File: config.mk
export PLATFORM = sky130hd
export DESIGN_NAME = div3_seq_ctrl
export DESIGN_NICKNAME = d
export VERILOG_FILES = /design/src/rtl/div3_seq_ctrl.sv
export SDC_FILE = /design/constraint.sdc
export NUM_CORES = 1
export LEC_CHECK = 0
export ABC_AREA = 1
export CAP_MARGIN = 20
export CORE_MARGIN = 5
export CORE_UTILIZATION = 56
export DETAILED_ROUTE_END_ITERATION = 10
export PLACE_DENSITY = 0.83
export SLEW_MARGIN = 5
export SYNTH_ARGS = -nofsm -noshare
export SYNTH_HDL_FRONTEND = slang
export SYNTH_SLANG_ARGS = --single-unit
File: constraint.sdc
create_clock -name clk -period 5 [get_ports clk]
set_input_delay 1.25 -clock clk [delete_from_list [all_inputs] [get_ports clk]]
set_output_delay 1.25 -clock clk [all_outputs]
set_load 0.03 [all_outputs]
File: src/rtl/div3_seq_ctrl.sv
// div3_seq_ctrl: sequential radix-4 unsigned divide-by-3 with valid/ready handshakes.
// Ports: clk, rst (sync, active-high), flush (abort to IDLE),
//   in_valid/in_ready/in_data (dividend), out_valid/out_ready/out_quot (quotient),
//   out_rem (remainder, only when DIV3_SEQ_REM_OUT_EN is defined), busy (RUN state).
// Build option: define DIV3_SEQ_REM_OUT_EN to add the registered out_rem port.
module div3_seq_ctrl #(
  parameter int WIDTH = 16
) (
  input  logic             clk,
  input  logic             rst,
  input  logic             flush,
  input  logic             in_valid,
  output logic             in_ready,
  input  logic [WIDTH-1:0] in_data,
  output logic             out_valid,
  input  logic             out_ready,
  output logic [WIDTH-1:0] out_quot,
`ifdef DIV3_SEQ_REM_OUT_EN
  output logic [1:0]       out_rem,
`endif
  output logic             busy
);

  localparam int CW = $clog2(WIDTH/2 + 1);

  typedef enum logic [1:0] {
    IDLE = 2'd0,
    RUN  = 2'd1,
    DONE = 2'd2
  } state_t;

  state_t           state_q;
  state_t           state_d;
  logic [CW-1:0]    cnt_q;
  logic [WIDTH-1:0] a_q;
  logic [WIDTH-1:0] q_q;
  logic [1:0]       r_q;
  logic [1:0]       dig;
  logic [3:0]       t;
  logic [1:0]       qd;
  logic [1:0]       rn;
  logic             accept;
  logic             step;
  logic             fin;

`ifdef DIV3_SEQ_REM_OUT_EN
  logic [1:0] rem_q;
  assign out_rem = rem_q;
`endif

  assign dig    = a_q[WIDTH-1:WIDTH-2];
  assign t      = {r_q, dig};
  assign accept = (state_q == IDLE) && in_valid && !flush;
  assign step   = (state_q == RUN) && !flush && (cnt_q != '0);
  assign fin    = (state_q == RUN) && !flush && (cnt_q == '0);

  // t = 4*r + d is at most 11 since r <= 2; small lookup
  // yields {t div 3, t mod 3}.
  always_comb begin
    qd = 2'd0;
    rn = 2'd0;
    case (t)
      4'd0:  begin qd = 2'd0; rn = 2'd0; end
      4'd1:  begin qd = 2'd0; rn = 2'd1; end
      4'd2:  begin qd = 2'd0; rn = 2'd2; end
      4'd3:  begin qd = 2'd1; rn = 2'd0; end
      4'd4:  begin qd = 2'd1; rn = 2'd1; end
      4'd5:  begin qd = 2'd1; rn = 2'd2; end
      4'd6:  begin qd = 2'd2; rn = 2'd0; end
      4'd7:  begin qd = 2'd2; rn = 2'd1; end
      4'd8:  begin qd = 2'd2; rn = 2'd2; end
      4'd9:  begin qd = 2'd3; rn = 2'd0; end
      4'd10: begin qd = 2'd3; rn = 2'd1; end
      4'd11: begin qd = 2'd3; rn = 2'd2; end
      default: begin qd = 2'd0; rn = 2'd0; end
    endcase
  end

  always_comb begin
    state_d   = state_q;
    in_ready  = (state_q == IDLE);
    out_valid = (state_q == DONE);
    busy      = (state_q == RUN);
    if (flush) begin
      state_d = IDLE;
    end else begin
      unique case (state_q)
        IDLE: if (in_valid) state_d = RUN;
        RUN:  if (cnt_q == '0) state_d = DONE;
        DONE: if (out_ready) state_d = IDLE;
        default: state_d = IDLE;
      endcase
    end
  end

  // Digits are consumed while cnt is non-zero; the cnt==0 RUN
  // cycle moves the finished quotient into the output register.
  always_ff @(posedge clk) begin
    if (rst) begin
      state_q  <= IDLE;
      cnt_q    <= '0;
      a_q      <= '0;
      q_q      <= '0;
      r_q      <= 2'd0;
      out_quot <= '0;
`ifdef DIV3_SEQ_REM_OUT_EN
      rem_q    <= 2'd0;
`endif
    end else begin
      state_q <= state_d;
      if (accept) begin
        a_q   <= in_data;
        q_q   <= '0;
        r_q   <= 2'd0;
        cnt_q <= CW'(WIDTH/2);
      end
      if (step) begin
        a_q   <= {a_q[WIDTH-3:0], 2'b00};
        q_q   <= {q_q[WIDTH-3:0], qd};
        r_q   <= rn;
        cnt_q <= cnt_q - CW'(1);
      end
      if (fin) begin
        out_quot <= q_q;
`ifdef DIV3_SEQ_REM_OUT_EN
        rem_q    <= r_q;
`endif
      end
    end
  end

endmodule

==> results of run 1 <==
-- cells in the mapped netlist, types with 2 or more instances --
| cell | number | area share |
|---|---|---|
| buf_4 | 4 | 0.012 |
| inv_2 | 6 | 0.0088 |
| clkbuf_1 | 7 | 0.010 |
| inv_1 | 20 | 0.029 |
| a21oi_1 | 9 | 0.018 |
| a21oi_2 | 10 | 0.034 |
| o21ai_0 | 22 | 0.043 |
| a31oi_1 | 13 | 0.032 |
| buf_2 | 3 | 0.0059 |
| nand2_4 | 2 | 0.0088 |
| nand2_2 | 14 | 0.034 |
| ha_1 | 5 | 0.024 |
| nand3_1 | 10 | 0.020 |
| nor2_1 | 47 | 0.069 |
| dfxtp_1 | 60 | 0.47 |
| nand2_1 | 72 | 0.11 |
| nand4_1 | 5 | 0.012 |
-- cells by family (layout without fill, tap and decap cells) --
logic type,count (synthesis),after routing,synth area share
DFF,60,60,0.469
adders and majority gates,5,5,0.0244
AOI/OAI and AO/OA,60,60,0.146
and+or+nand+nor,156,156,0.281
buffers and inverters,43,81,0.0800
-- power by group --
| group | switching [mW] | internal (mW) |
|---|---|---|
| Combinational | 0.0587 | 0.0402 |
| Sequential | 0.00684 | 0.492 |
| Clock | 0.173 | 0.251 |
-- how the worst min path moves through the flow --
stage	from	endpoint	slack [ps]	depth (start not counted)
2_1_floorplan	q_q[14]	q_q[14]	440	2
3_3_place_gp	qd[1]	q_q[1]	450	2
3_5_place_dp	q_q[15]	q_q[15]	450	2
4_1_cts	q_q[15]	q_q[15]	460	2
5_1_grt	q_q[4]	q_q[4]	490	2
6_report	q_q[15]	q_q[15]	460	2
-- layout by cell type, fill, tap and decap left out, types with 2 or more instances in the layout --
| master | instances |
|---|---|
| nand2_1 | 72 |
| dfxtp_1 | 60 |
| nor2_1 | 47 |
| clkdlybuf4s50_1 | 39 |
| o21ai_0 | 22 |
| inv_1 | 20 |
| nand2_2 | 14 |
| a31oi_1 | 13 |
| clkbuf_8 | 11 |
| nand3_1 | 10 |
| a21oi_2 | 10 |
| a21oi_1 | 9 |
| inv_2 | 6 |
| nand4_1 | 5 |
| ha_1 | 5 |
| nand2_4 | 2 |
| clkinv_2 | 2 |
-- flip-flops by register name, summed over array words and instances, names as in the netlist --
register	cells
q_q	16
cnt_q	4
rn	2
qd	2
state_q	2
r_q	2
out_quot	16
a_q	16
-- cell type report --
cell class                      count  area, um2
Tap cell                           52       65.1
Clock inverter                      2       35.0
Multi-Input combinational cell    221       1160
Sequential cell                    60       1200
Timing Repair Buffer               40        398
Fill cell                         385       1270
Inverter                           27        103
Clock buffer                       12        155
-- metrics by stage --
stage	setup slack [ps]	power, mW	hold WS, ps	util
global placement	1470	0.605	449	0.667
floorplan	2390	0.575	441	-
CTS	1760	1.03	462	0.710
detailed placement	1400	0.608	451	0.667
global route	1610	1.06	485	0.710
finish	1750	1.02	459	0.710
-- routing by layer --
| layer | vias to the layer above | global-route usage | share of wire |
|---|---|---|---|
| met5 | - | 0 | 0 |
| met3 | 9 | 0.0382 | 0.043 |
| met4 | 0 | 0.103 | 0.021 |
| met1 | 971 | 0.198 | 0.43 |
| met2 | 45 | 0.294 | 0.50 |
| li1 | 1109 | - | - |
-- critical path, delay by kind of cell --
family                     cells  cell delay, ps
buffers and inverters          3             990
AOI/OAI and AO/OA              1             320
and+or+nand+nor                7             690
adders and majority gates      1             220
==> flow_summary.json, run 1 <==
{
  "hpwl_um": 3460,
  "grt_antenna_before_repair": 0,
  "grt_use_total": 0.173,
  "hold_violations": 0,
  "grt_pass1_vias": 2022,
  "syn_nets": 350,
  "final_nets": 385,
  "tns_ps": 0,
  "ant_nets": 0,
  "clock_latency_ps": 330,
  "dp.cells": 400,
  "antenna_cells": 0,
  "io_pins": 40,
  "drtPass1Iterations": 4,
  "post_cts_buffers": 0,
  "dieWidth_um": 77.7,
  "rsz0062_at_grt": "no",
  "finalCritPeriodShare": 0.650,
  "setup_viol": 0,
  "setup.worst_path.start_class": "input port",
  "worstMarginPinSlew_ps": 789,
  "worstPathRequired_ps": 5230,
  "synth.yosys.seq_area_share": 0.469,
  "power_leakage_nw": 1.21,
  "io_buffers": 39,
  "cts.sinks": 60,
  "dr.first_iter.drc_count": 108,
  "htree_levels": 3,
  "postCtsResizedCells": 0,
  "power-per-cell-area_mw_per_mm2": 328,
  "regToRegStartpoint": "cnt_q[0]",
  "cts.clk_slew.worst_paths_ps": 70,
  "cp_max_fo": 33,
  "cts_tree": "done",
  "syn_inst": 324,
  "avgSynthCellArea_um2": 7.91,
  "grt_start_max_net_pins": 35,
  "viasPerCell": 5.15,
  "status": "finished, final reports clean",
  "wl_per_cell_um": 12.2,
  "cpMaxStageDelayCell": "clkdlybuf4s50_1",
  "dpl_cell_area_mm2": 0.00292,
  "min_path_type": "flop to flop",
  "ys_seq_elements": 60,
  "area_delta_synth_final_pct": 21.5,
  "totalWireLength_um": 5030,
  "grt_first_pass_wirelength_um": 8540,
  "reg2reg_slack_ps": 2540,
  "synth_area_mm2": 0.00256,
  "final_design_area_no_fill_mm2": 0.00311,
  "cp-endpoint": "rn[1]",
  "drv_slew": 0,
  "max_stage_delay_ps": 590,
  "period_minus_slack_ps": 3250,
  "maxCapViolCount": 0,
  "num_rows": 24,
  "reg2reg_to": "rn[1]",
  "crit_start": "flush",
  "die_area_mm2": 0.00603,
  "clockBufferDepth": 2,
  "rr_worst_depth": 13,
  "numCtsBuffers": 9,
  "drive_gt1_frac": 0.146,
  "grt-ovfl-total": 0,
  "finalNonFillerCells": 414,
  "yosysWarnings": 0,
  "die_h_um": 77.7,
  "end_kind": "flop",
  "synth_edf_count": 0,
  "fmax_ghz": 0.308,
  "vias": 2134,
  "synthFlopType": "dfxtp_1",
  "cp_cell_sequence": "clkdlybuf4s50_1 > nor2_8 > nand2_8 > clkinv_2 > a22o_1 > nor2_1 > nor2_1 > ha_1 > inv_1 > nand3_1 > nand3_1 > nand2_1",
  "yosysUniqueCellTypes": 32,
  "max_slew_margin": 0.474,
  "holdBufCountCts": 0,
  "core_region_area_mm2": 0.00438,
  "async_flop_share": 0,
  "ir_drop_uv": 216,
  "skew_ps": 7.22,
  "clock_tree.root_cell": "clkbuf_8",
  "critPathKind": "input port to flop",
  "gp_congestion": 0.794,
  "drcViolationCount": 0,
  "initial_core_util": 0.585,
  "cp.arrival_ps": 3480
}
(Power assumes the default switching activity.)
==> inputs of run 2 (changes only) <==
--- a/config.mk
+++ b/config.mk
@@ -8,9 +8,9 @@
 export ABC_AREA = 1
 export CAP_MARGIN = 20
 export CORE_MARGIN = 5
-export CORE_UTILIZATION = 56
+export CORE_UTILIZATION = 53
 export DETAILED_ROUTE_END_ITERATION = 10
-export PLACE_DENSITY = 0.83
+export PLACE_DENSITY = 0.79
 export SLEW_MARGIN = 5
 export SYNTH_ARGS = -nofsm -noshare
 export SYNTH_HDL_FRONTEND = slang
==> constraint.sdc (replaced) <==
create_clock -name clk -period 3.4 [get_ports clk]
set_input_delay 0.85 -clock clk [delete_from_list [all_inputs] [get_ports clk]]
set_output_delay 0.85 -clock clk [all_outputs]
set_load 0.03 [all_outputs]
==> flow_summary.json, run 2 (same netlist as run 1, synthesis figures left out) <==
{
  "status": "finished, final reports clean",
  "grt_pass1_vias": 2008,
  "cts.clk_slew.worst_paths_ps": 70,
  "postCtsResizedCells": 0,
  "ant_nets": 0,
  "hpwl_um": 3480,
  "vias": 2148,
  "holdBufCountCts": 0,
  "worstMarginPinSlew_ps": 556,
  "final_common_cell": "nand2_1",
  "max_stage_delay_ps": 590,
  "reg2reg_to": "rn[1]",
  "clock_tree.root_cell": "clkbuf_8",
  "reg2reg_slack_ps": 1410,
  "antenna_cells": 0,
  "critPathKind": "input port to flop",
  "dpl_cell_area_mm2": 0.00296,
  "final_cell_mix": "nand2_1, dfxtp_1, nor2_1, clkdlybuf4s50_1, o21ai_0",
  "post_cts_buffers": 0,
  "finalNonFillerCells": 433,
  "totalWireLength_um": 5060,
  "die_h_um": 79.6,
  "top_regs": "a_q x16, out_quot x16, q_q x16",
  "maxCapViolCount": 0,
  "cp_cell_sequence": "clkdlybuf4s50_1 > inv_2 > nand3_2 > inv_2 > a22o_1 > nor2_1 > nor2_1 > ha_1 > inv_1 > nand3_1 > nand3_1 > nand2_1",
  "fmax_ghz": 0.387,
  "min_path_type": "flop to flop",
  "core_region_area_mm2": 0.00472,
  "die_area_mm2": 0.00633,
  "worstPathRequired_ps": 3640,
  "hold_path_depth": 2,
  "htree_levels": 3,
  "hp-start": "qd[1]",
  "power_leakage_nw": 1.23,
  "hold_violations": 0,
  "ir_drop_uv": 331,
  "area_delta_synth_final_pct": 23.8,
  "power-per-cell-area_mw_per_mm2": 497,
  "grt_use_total": 0.175,
  "viasPerCell": 4.96,
  "final_design_area_no_fill_mm2": 0.00317,
  "regToRegStartpoint": "cnt_q[1]",
  "p_total_mw": 1.58,
  "io_buffers": 39,
  "rr_worst_depth": 13,
  "drcViolationCount": 0,
  "dp.cells": 417,
  "place_ws_ps": 457,
  "grt_first_pass_wirelength_um": 8700,
  "skew_ps": 9.30,
  "cpMaxStageDelayCell": "clkdlybuf4s50_1",
  "setup.worst_path.start_class": "input port",
  "cp.arrival_ps": 2830,
  "wl_per_cell_um": 11.7,
  "cp_max_fo": 15,
  "cts.sinks": 60,
  "layout_setup_ws_ps": 814,
  "tns_ps": 0,
  "period_minus_slack_ps": 2590,
  "final_nets": 387,
  "dieWidth_um": 79.6,
  "holdPathEnd": "q_q[1]",
  "max_slew_margin": 0.629,
  "drv_slew": 0,
  "rsz0062_at_grt": "no",
  "initial_core_util": 0.543,
  "numCtsBuffers": 9,
  "grt_start_max_net_pins": 34,
  "num_rows": 25,
  "end_kind": "flop",
  "utilization": 0.672,
  "grt_antenna_before_repair": 0,
  "cts_tree": "done",
  "setup_viol": 0,
  "drive_gt1_frac": 0.158,
  "drtPass1Iterations": 5,
  "gp_congestion": 0.782,
  "io_pins": 40,
  "dr.first_iter.drc_count": 145,
  "clockBufferDepth": 2,
  "finalCritPeriodShare": 0.761,
  "hold_slack_ps": 458,
  "grt-ovfl-total": 0,
  "fillers": 406,
  "clock_latency_ps": 340
}
==> run 2: final cells by class <==
| class | count | area (um2) | area share |
|---|---|---|---|
| sequential | 60 | 1200 | 0.379 |
| multi-input combinational | 221 | 1160 | 0.365 |
| timing repair buffer | 42 | 413 | 0.130 |
| clock buffer | 9 | 124 | 0.0390 |
| inverter | 27 | 103 | 0.0323 |
| clock inverter | 7 | 91.3 | 0.0288 |
| tap | 67 | 83.8 | 0.0264 |
==> run 2: layer usage <==
layer  wire length (um)  track usage
met3                263       0.0474
met4                 96       0.0859
met2               2400        0.300
met1               2310        0.200
met5                  0            0
==> run 2: worst max path at each step <==
stage	slack, ps	startpoint	end	depth (start not counted)
after global routing	660	flush	rn[1]	12
after floorplan	1190	rst	rn[0]	9
after global placement	510	flush	rn[0]	10
final	810	flush	rn[1]	12
after CTS	810	flush	rn[1]	12
after detailed placement	460	flush	rn[0]	10
==> run 2: report_power, final <==
group / leakage, nW / internal [mW] / switching, mW
sequential: 0.487 / 0.722 / 0.00951
clock: 0.109 / 0.409 / 0.288
combinational: 0.637 / 0.0601 / 0.0861
==> run 2: worst max-delay path: cells and delay by family <==
kind | cells | cell delay, ps
AO/OA/AOI/OAI | 1 | 240
adder cells (fa/ha/maj) | 1 | 220
buffers and inverters | 4 | 890
AND/OR/NAND/NOR | 6 | 610
==> inputs of run 3 (changes only) <==
==> constraint.sdc (replaced) <==
create_clock -name clk -period 2.4 [get_ports clk]
set_input_delay 0.6 -clock clk [delete_from_list [all_inputs] [get_ports clk]]
set_output_delay 0.6 -clock clk [all_outputs]
set_load 0.03 [all_outputs]
==> flow_summary.json, run 3 (same netlist as run 1, synthesis figures left out) <==
{
  "die_area_mm2": 0.00633,
  "cp.arrival_ps": 1600,
  "worstMarginPinSlew_ps": 312,
  "reg2reg_slack_ps": 310,
  "clock_latency_ps": 340,
  "dpl_cell_area_mm2": 0.00306,
  "period_minus_slack_ps": 2200,
  "setup_viol": 0,
  "drtPass1Iterations": 4,
  "status": "finished, final reports clean",
  "rr_worst_depth": 11,
  "post_cts_buffers": 0,
  "hold_violations": 0,
  "ir_drop_uv": 420,
  "gp_congestion": 0.833,
  "hpwl_um": 3620,
  "hold_path_depth": 2,
  "setup.worst_path.start_class": "flop",
  "cp_max_fo": 4,
  "grt-ovfl-total": 0,
  "p_total_mw": 2.35,
  "cts.clk_slew.worst_paths_ps": 60,
  "power-per-cell-area_mw_per_mm2": 713,
  "postCtsResizedCells": 0,
  "wl_per_cell_um": 11.5,
  "drcViolationCount": 0,
  "top_regs": "a_q x16, out_quot x16, q_q x16",
  "totalWireLength_um": 5100,
  "reg2reg_to": "rn[1]",
  "worstPathRequired_ps": 1800,
  "initial_core_util": 0.543,
  "final_cell_mix": "nand2_1, dfxtp_1, nor2_1, clkdlybuf4s50_1, o21ai_0",
  "ant_nets": 0,
  "finalCritPeriodShare": 0.915,
  "htree_levels": 3,
  "antenna_cells": 0,
  "hp-start": "qd[1]",
  "area_delta_synth_final_pct": 28.6,
  "io_pins": 40,
  "viasPerCell": 4.88,
  "grt_pass1_vias": 2033,
  "clock_tree.root_cell": "clkbuf_8",
  "fmax_ghz": 0.455,
  "skew_ps": 11.3,
  "power_leakage_nw": 1.31,
  "fillers": 408,
  "core_region_area_mm2": 0.00472,
  "dieWidth_um": 79.6,
  "drv_slew": 0,
  "grt_start_max_net_pins": 33,
  "final_design_area_no_fill_mm2": 0.00330,
  "regToRegStartpoint": "cnt_q[0]",
  "vias": 2173,
  "die_h_um": 79.6,
  "end_kind": "output port",
  "tns_ps": 0,
  "final_nets": 399,
  "numCtsBuffers": 9,
  "rsz0062_at_grt": "no",
  "dr.first_iter.drc_count": 117,
  "grt_antenna_before_repair": 0,
  "io_buffers": 39,
  "grt_use_total": 0.180,
  "critPathKind": "flop to output port",
  "cts.sinks": 60,
  "num_rows": 25,
  "grt_first_pass_wirelength_um": 8850,
  "final_common_cell": "nand2_1",
  "cts_tree": "done",
  "clockBufferDepth": 2,
  "holdPathEnd": "q_q[1]",
  "maxCapViolCount": 0,
  "max_slew_margin": 0.790,
  "min_path_type": "flop to flop",
  "drive_gt1_frac": 0.185,
  "holdBufCountCts": 0
}
-- run 3: changes by cell type in the layout (fill, tap and decap cells not counted), sizes merged --
cell and change:
buf +12, bufinv +1, clkinv -1, clkinvlp -1, inv +1
-- run 3: per-layer routing --
metal | wire [um] | GRT usage
met2 | 2510 | 0.309
met3 | 274 | 0.0451
met5 | 0 | 0
met4 | 107 | 0.0979
met1 | 2200 | 0.202
-- run 3: worst max-delay path by stage --
stage	start	endpoint	slack, ps	cells after the start
2_1_floorplan	rst	rn[0]	440	9
3_3_place_gp	flush	rn[0]	-2	11
6_report	state_q[0]	busy	200	3
3_5_place_dp	flush	rn[1]	-100	10
4_1_cts	state_q[0]	busy	180	3
5_1_grt	flush	rn[0]	110	10
-- run 3: report_power, final --
part / total [mW] / switching, mW / internal [mW]
Sequential: 1.04 / 0.0136 / 1.02
Clock: 1.09 / 0.398 / 0.687
Combinational: 0.229 / 0.127 / 0.102
-- run 3: worst max-delay path: stages, from the launching register on --
cell and delay, ps:
dfxtp_1 380, nand2_2 140, inv_1 80, clkdlybuf4s50_1 660
-- run 3: final cells by class --
| type | count | area (um2) | area share |
|---|---|---|---|
| inverter | 27 | 103 | 0.0311 |
| sequential | 60 | 1200 | 0.364 |
| timing repair buffer | 54 | 515 | 0.156 |
| tap | 67 | 83.8 | 0.0254 |
| clock buffer | 9 | 124 | 0.0376 |
| multi-input combinational | 221 | 1160 | 0.351 |
| clock inverter | 7 | 114 | 0.0345 |
-- run 3: metrics by stage --
| stage | cells | hold WS [ps] | setup WS [ps] | utilization |
|---|---|---|---|---|
| after global routing | 445 | 477 | 114 | 0.698 |
| final | 445 | 455 | 204 | 0.698 |
| after CTS | 445 | 457 | 183 | 0.698 |
| after global placement | 429 | 446 | -2.22 | 0.648 |
| after detailed placement | 429 | 448 | -98.1 | 0.648 |
| after floorplan | 324 | 441 | 441 | - |
